**src/rtl/alarm_pkg.sv**
```systemverilog
// Shared definitions for the alarm clock: mode encodings, BCD limits and the
// two-digit BCD increment used by every time and alarm field.
package alarm_pkg;

    typedef enum logic [2:0] {
        MODE_RUN    = 3'd0,
        MODE_SET_H  = 3'd1,
        MODE_SET_M  = 3'd2,
        MODE_SET_AH = 3'd3,
        MODE_SET_AM = 3'd4
    } mode_e;

    localparam logic [7:0] BCD_MAX_MIN  = 8'h59;
    localparam logic [7:0] BCD_MAX_HOUR = 8'h23;
    localparam logic [7:0] ALARM_H_RST  = 8'h07;
    localparam int         RING_TICKS   = 60;

    // Two-digit BCD increment that wraps to 00 after max.
    function automatic logic [7:0] bcd_next(input logic [7:0] v, input logic [7:0] max);
        logic [7:0] r;
        if (v == max)
            r = 8'h00;
        else if (v[3:0] == 4'd9)
            r = {v[7:4] + 4'd1, 4'd0};
        else
            r = {v[7:4], v[3:0] + 4'd1};
        return r;
    endfunction

endpackage

```
**src/rtl/bcd2_counter.sv**
```systemverilog
// Two-digit BCD counter with wrap at MAX; nxt exposes the value that will be
// loaded on the coming edge so the parent can detect alarm matches early.
module bcd2_counter
    import alarm_pkg::*;
#(
    parameter logic [7:0] MAX     = 8'h59,
    parameter logic [7:0] RST_VAL = 8'h00
) (
    input  logic       clk,
    input  logic       rst_n,
    input  logic       inc,
    input  logic       clear,
    output logic [7:0] q,
    output logic [7:0] nxt,
    output logic       carry
);

    always_comb begin
        nxt   = q;
        carry = inc && (q == MAX);
        if (clear)
            nxt = 8'h00;
        else if (inc)
            nxt = bcd_next(q, MAX);
    end

    always_ff @(posedge clk or negedge rst_n) begin
        if (!rst_n)
            q <= RST_VAL;
        else
            q <= nxt;
    end

endmodule

```
**src/rtl/alarm_timekeeper.sv**
```systemverilog
// Alarm clock: 1 s prescaler, BCD HH:MM:SS time, settable alarm and ring timer.
//   state       | meaning
//   MODE_RUN    | time runs, key_ack arms/disarms the alarm
//   MODE_SET_H  | time frozen, key_inc bumps hours
//   MODE_SET_M  | time frozen, key_inc bumps minutes; leaving clears seconds
//   MODE_SET_AH | time runs, key_inc bumps alarm hour
//   MODE_SET_AM | time runs, key_inc bumps alarm minute
module alarm_timekeeper
    import alarm_pkg::*;
#(
    parameter int TICK_DIV = 50_000_000
) (
    input  logic        clk,
    input  logic        rst_n,
    input  logic        key_mode,
    input  logic        key_inc,
    input  logic        key_ack,
    output logic [23:0] num,
    output logic [2:0]  mode,
    output logic        alarm_en,
    output logic        ring
);

    localparam int             PW         = (TICK_DIV > 1) ? $clog2(TICK_DIV) : 1;
    localparam logic [PW-1:0]  PRESC_LAST = PW'(TICK_DIV - 1);
    localparam logic [5:0]     RING_LOAD  = 6'(RING_TICKS - 1);

    mode_e         mode_q, mode_d;
    logic [PW-1:0] presc_q;
    logic          tick, time_run, leave_set_m, edit;
    logic [7:0]    ss_q, mm_q, hh_q, am_q, ah_q;
    logic [7:0]    ss_nxt, mm_nxt, hh_nxt, am_nxt, ah_nxt;
    logic          ss_carry, mm_carry, hh_carry, am_carry, ah_carry;
    logic          en_d, ring_set, ring_d;
    logic [5:0]    ring_cnt, ring_cnt_d;
    logic          unused_ok;

    always_ff @(posedge clk or negedge rst_n) begin
        if (!rst_n)
            mode_q <= MODE_RUN;
        else
            mode_q <= mode_d;
    end

    always_comb begin
        mode_d = mode_q;
        if (key_mode) begin
            case (mode_q)
                MODE_RUN:    mode_d = MODE_SET_H;
                MODE_SET_H:  mode_d = MODE_SET_M;
                MODE_SET_M:  mode_d = MODE_SET_AH;
                MODE_SET_AH: mode_d = MODE_SET_AM;
                default:     mode_d = MODE_RUN;
            endcase
        end
    end

    assign time_run    = (mode_q != MODE_SET_H) && (mode_q != MODE_SET_M);
    assign leave_set_m = key_mode && (mode_q == MODE_SET_M);
    assign edit        = key_inc && !key_mode;
    assign tick        = time_run && (presc_q == PRESC_LAST);

    always_ff @(posedge clk or negedge rst_n) begin
        if (!rst_n)
            presc_q <= '0;
        else if (leave_set_m)
            presc_q <= '0;
        else if (time_run)
            presc_q <= tick ? '0 : presc_q + PW'(1);
    end

    bcd2_counter #(.MAX(BCD_MAX_MIN), .RST_VAL(8'h00)) u_ss (
        .clk(clk), .rst_n(rst_n), .inc(tick), .clear(leave_set_m),
        .q(ss_q), .nxt(ss_nxt), .carry(ss_carry)
    );

    // An edit wrap of minutes must not ripple into hours: hours only follow a tick carry.
    bcd2_counter #(.MAX(BCD_MAX_MIN), .RST_VAL(8'h00)) u_mm (
        .clk(clk), .rst_n(rst_n), .inc(ss_carry || (edit && mode_q == MODE_SET_M)), .clear(1'b0),
        .q(mm_q), .nxt(mm_nxt), .carry(mm_carry)
    );

    bcd2_counter #(.MAX(BCD_MAX_HOUR), .RST_VAL(8'h00)) u_hh (
        .clk(clk), .rst_n(rst_n),
        .inc((ss_carry && mm_carry) || (edit && mode_q == MODE_SET_H)), .clear(1'b0),
        .q(hh_q), .nxt(hh_nxt), .carry(hh_carry)
    );

    bcd2_counter #(.MAX(BCD_MAX_HOUR), .RST_VAL(ALARM_H_RST)) u_ah (
        .clk(clk), .rst_n(rst_n), .inc(edit && mode_q == MODE_SET_AH), .clear(1'b0),
        .q(ah_q), .nxt(ah_nxt), .carry(ah_carry)
    );

    bcd2_counter #(.MAX(BCD_MAX_MIN), .RST_VAL(8'h00)) u_am (
        .clk(clk), .rst_n(rst_n), .inc(edit && mode_q == MODE_SET_AM), .clear(1'b0),
        .q(am_q), .nxt(am_nxt), .carry(am_carry)
    );

    assign unused_ok = &{1'b0, hh_carry, ah_carry, am_carry, ah_nxt, am_nxt};

    assign en_d = alarm_en ^ (key_ack && (mode_q == MODE_RUN) && !ring);

    // A tick only zeroes seconds when they roll over, so this fires once per match.
    assign ring_set = tick && en_d && (ss_nxt == 8'h00) && (mm_nxt == am_q) && (hh_nxt == ah_q);

    always_comb begin
        ring_d     = ring;
        ring_cnt_d = ring_cnt;
        if (ring_set) begin
            ring_d     = 1'b1;
            ring_cnt_d = RING_LOAD;
        end else if (!en_d) begin
            ring_d = 1'b0;
        end else if (ring && key_ack) begin
            ring_d = 1'b0;
        end else if (ring && tick) begin
            if (ring_cnt == 6'd0)
                ring_d = 1'b0;
            else
                ring_cnt_d = ring_cnt - 6'd1;
        end
    end

    always_ff @(posedge clk or negedge rst_n) begin
        if (!rst_n) begin
            alarm_en <= 1'b0;
            ring     <= 1'b0;
            ring_cnt <= 6'd0;
            num      <= 24'h000000;
        end else begin
            alarm_en <= en_d;
            ring     <= ring_d;
            ring_cnt <= ring_cnt_d;
            if (mode_q == MODE_SET_AH || mode_q == MODE_SET_AM)
                num <= {ah_q, am_q, 8'h00};
            else
                num <= {hh_q, mm_q, ss_q};
        end
    end

    assign mode = mode_q;

endmodule

```
**config.mk**
```make
export PLATFORM = sky130hd
export DESIGN_NAME = alarm_timekeeper
export DESIGN_NICKNAME = d
export VERILOG_FILES = /design/src/rtl/alarm_pkg.sv /design/src/rtl/bcd2_counter.sv /design/src/rtl/alarm_timekeeper.sv
export SDC_FILE = /design/constraint.sdc
export NUM_CORES = 1
export LEC_CHECK = 0
export CORE_AREA = 2 2 111 103
export DETAILED_ROUTE_END_ITERATION = 16
export DIE_AREA = 0 0 113 105
export GPL_ROUTABILITY_DRIVEN = 0
export PLACE_DENSITY = 0.72
export SETUP_SLACK_MARGIN = 0.3
export SYNTH_ARGS = -nofsm -noshare
export SYNTH_HDL_FRONTEND = slang
export SYNTH_SLANG_ARGS = --single-unit
```
**constraint.sdc**
```tcl
create_clock -name clk -period 11.3 [get_ports clk]
set_input_delay 1.695 -clock clk [delete_from_list [all_inputs] [get_ports clk]]
set_output_delay 1.695 -clock clk [all_outputs]
set_load 0.02 [all_outputs]
```
==> results.md <==
* Status: finished, violations left
* Violated checks: design-rule violations
* Global-route wire length before repair at 23160 um
* Finished layout cell area at 6462 um^2
* Endpoint arrival time on the critical path at 5.63 ns
* Post-cts repair resize count at 0
* Synth Register Bits at roughly 100
* YS warnings at 0
* Placeable core area at ~11000 um^2
* Most used standard cells in the synthesized netlist: 100 x nand2_1, 98 x dfrtp_1, 76 x o21ai_0
* Setup tns final at 0 ns
* Worst-case clock skew at approximately 0.0083 ns
* Worst Tran Pin Value at 1.348 ns
* Total of buffers placed on input and output ports at 33
* TritonCTS Sinks at 101
* Number of placement rows at 36
* Layout cells sized above 1 at 4.552%
* Post-layout net count at 705
* HPWL after DPL at 9654 um
* Finish-stage setup viols at 0
* Via Count at 5033
* Clock period minus worst slack at 5.391 ns
* Router iterations before antenna repair at 11
* Area share of the largest cell type after synthesis at 42.48%
* Via-per-instance ratio at 6.183
* Top-count cell post-synth: nand2_1
* Synthesized netlist net count at 682
* Global router's overall resource usage at 24.12%
* Most used DFF post-synth: dfrtp_1
* Aggregate global routing overflow at 0
* TritonCTS Buffers at 9
* TritonCTS clock tree: built
* Max_slew headroom at 9.173%
* Largest net degree at the start of global routing at 79
* Portion of the post-synthesis area used by sequential elements at 43.84%
* CP Max Fanout at 7
* Number of nets with antenna violations after routing at 0
* Via count of the first global-routing pass at 4788
* Root cell of the clock tree: clkbuf_16
* Static Leak at between 2 and 3 nW
* Area of the mapped netlist at between 5000 and 6000 um^2
* Highest clock rate at 0.1855 GHz
* Unrepaired setup endpoints after global routing: false
* Cell with the largest stage delay on the worst path: or4_1
* Standard cell area after detailed placement at 6195 um^2
* Post-route DRC violation count at 3
* Asr flop ratio synth at 100.0%
* Later-pin clock latency in the skew report at 0.35 ns
* Post-CTS Hold Fix Bufs at 0
* Avg WL per Cell at 16.68 um
* Post-CTS repair timing setup buffer count at 0
* Initial antenna violation count at 0
* Clock-pin slew on the worst setup and hold paths at around 0.07 ns
* Power density of the placed cells at about 190 nW/um^2
* Critical path endpoint category: flop
* Cell types with the largest area share after synthesis: dfrtp_1 42%, o21ai_0 6.6%, nand2_1 6.5%
* Area growth from synthesis to layout at 11.94%
* EDFF count, synth at 0
* Number of levels the H-tree was split into at 3
* Max-cap violations at 0
* Number of max-slew violations in the final report at 0
* Die Span Y at roughly 110 um
* Drt total wl at 13580 um
* Synthesized instance count at 654
* Cell with the most instances on the worst path: or4_1
* Critical-path cell list: clkdlybuf4s50_1, or3b_1, or2_2, o311a_1, or4_1, a221oi_1, nand4_1, or4_1, or4_1, and2_4
* Filler Cells Inserted at 951
* Inserted Diodes at 0
* Worst path max stage delay at 0.72 ns
* Horizontal die dimension at 113 um
* Post-Syn Area per Cell at 8.827 um^2
* Worst supply voltage drop on vdd at between 0.08 and 0.09 mV
* Number of different library cells in the post-synthesis netlist at 61
* Post-Place Cells at 799
* Initial drt markers at 375
* Top cell type by total area after synthesis: dfrtp_1
* Hold Path Class: flop to flop
* Startpoint class of the critical path: input port
* Final clock period utilization by the worst path at roughly 48%
* Final Instance Count excl. Fillers at between 800 and 900
* Crit Path Class: input port to flop
* Number of top-level design ports at 34
* Total count of hold-check failures in the final report at 0
* Total Die Area at 11870 um^2
* Required time at the endpoint of the critical path at 11.54 ns
* Bufs on Longest Clock Path at 2
* Effective utilization at floorplan at 54.31%
-- area by class of cell --
| type | count | area [um^2] | share of cell area [%] |
|---|---|---|---|
| Multi-Input combinational cell | 511 | 3083 | 47.71 |
| Clock inverter | 4 | 25.02 | 0.3872 |
| Sequential cell | 101 | 2531 | 39.17 |
| Tap cell | 133 | 166.4 | 2.575 |
| Inverter | 19 | 71.32 | 1.104 |
| Timing Repair Buffer | 35 | 342.8 | 5.305 |
| Clock buffer | 11 | 242.7 | 3.756 |
-- worst max-delay path, delay by kind of cell --
family / cells / cell delay, ns
simple gates: 7 / 2.96
compound gates: 2 / 0.48
buf+inv: 1 / 0.50
-- report_power, final --
group | internal (mW) | switching, mW | leakage (nW) | total, mW
combinational | 0.168 | 0.249 | 1.35 | 0.417
clock | 0.154 | 0.134 | 0.127 | 0.287
sequential | 0.429 | 0.0944 | 1.34 | 0.523
-- through the flow --
stage               setup slack, ns  utilization (%)  total power [mW]  hold WS, ns
floorplan                     6.416                -            0.7878       0.4603
global placement              5.709            58.27            0.9258       0.4870
detailed placement            5.615            58.27            0.9406       0.4880
CTS                           5.983            60.79             1.229       0.5053
global route                  5.757            60.79             1.310       0.5408
finish                        5.909            60.79             1.227       0.5108
-- metal layers --
| metal | GRT usage (%) | up-vias | share of wire (%) |
|---|---|---|---|
| li1 | - | 2369 | - |
| met1 | 34.23 | 2477 | 47 |
| met2 | 37.55 | 161 | 47 |
| met3 | 4.292 | 26 | 5.0 |
| met4 | 7.927 | 0 | 1.9 |
| met5 | 0 | - | 0 |
-- cells in the final DEF (no fill, tap or decap), types with 3 or more instances in the layout --
cell type,count
a211oi_1,6
a21boi_0,4
a21o_1,3
a21oi_1,21
a221oi_1,3
a22o_1,3
a31oi_1,4
and2_1,10
and3_1,10
and3b_1,8
and4_1,6
buf_4,3
clkbuf_16,9
clkdlybuf4s50_1,32
dfrtp_1,98
dfstp_2,3
ha_1,23
inv_1,19
mux2_2,3
mux2i_1,3
nand2_1,100
nand2b_1,12
nand3_1,18
nand3b_1,5
nand4_1,12
nor2_1,60
nor2b_1,3
nor3_1,13
nor3b_1,3
nor4_1,6
nor4b_1,4
o211ai_1,3
o21ai_0,76
o22ai_1,3
o31ai_1,6
or2_2,4
or3_1,12
or4_1,9
xnor2_1,19
xor2_1,12
-- registers in the layout, summed over array words and instances (netlist names) --
signal,count
presc_q,26
num,24
u_ah.q,8
u_am.q,8
u_hh.q,8
u_mm.q,8
u_ss.q,8
ring_cnt,6
mode,3
alarm_en,1
ring,1
-- logic make-up (layout without fill, tap and decap cells) --
kind of cell / after synthesis / in the layout / synth area share, %
compound gates: 146 / 146 / 15.00
xor+xnor: 32 / 32 / 5.115
fa+ha+maj: 23 / 23 / 4.985
buf+inv: 42 / 69 / 2.752
flops: 101 / 101 / 43.84
mux: 6 / 6 / 1.105
simple gates: 304 / 304 / 27.20
-- worst paths after layout --
kind	start	to	slack [ns]	cells past startpoint
worst max-delay path	key_mode	ring_cnt[2]$_DFFE_PN0P_	5.91	10
worst min-delay path	presc_q[23]$_DFFE_PN0P_	presc_q[23]$_DFFE_PN0P_	0.51	1
worst max register to register	presc_q[11]$_DFFE_PN0P_	ring_cnt[2]$_DFFE_PN0P_	6.82	9
worst min register to register	presc_q[23]$_DFFE_PN0P_	presc_q[23]$_DFFE_PN0P_	0.51	1
max in group asynchronous	rst_n	presc_q[9]$_DFFE_PN0P_	8.77	2
min in group asynchronous	rst_n	num[6]$_DFF_PN0_	1.23	1
Power figures use the tool's default switching activity.
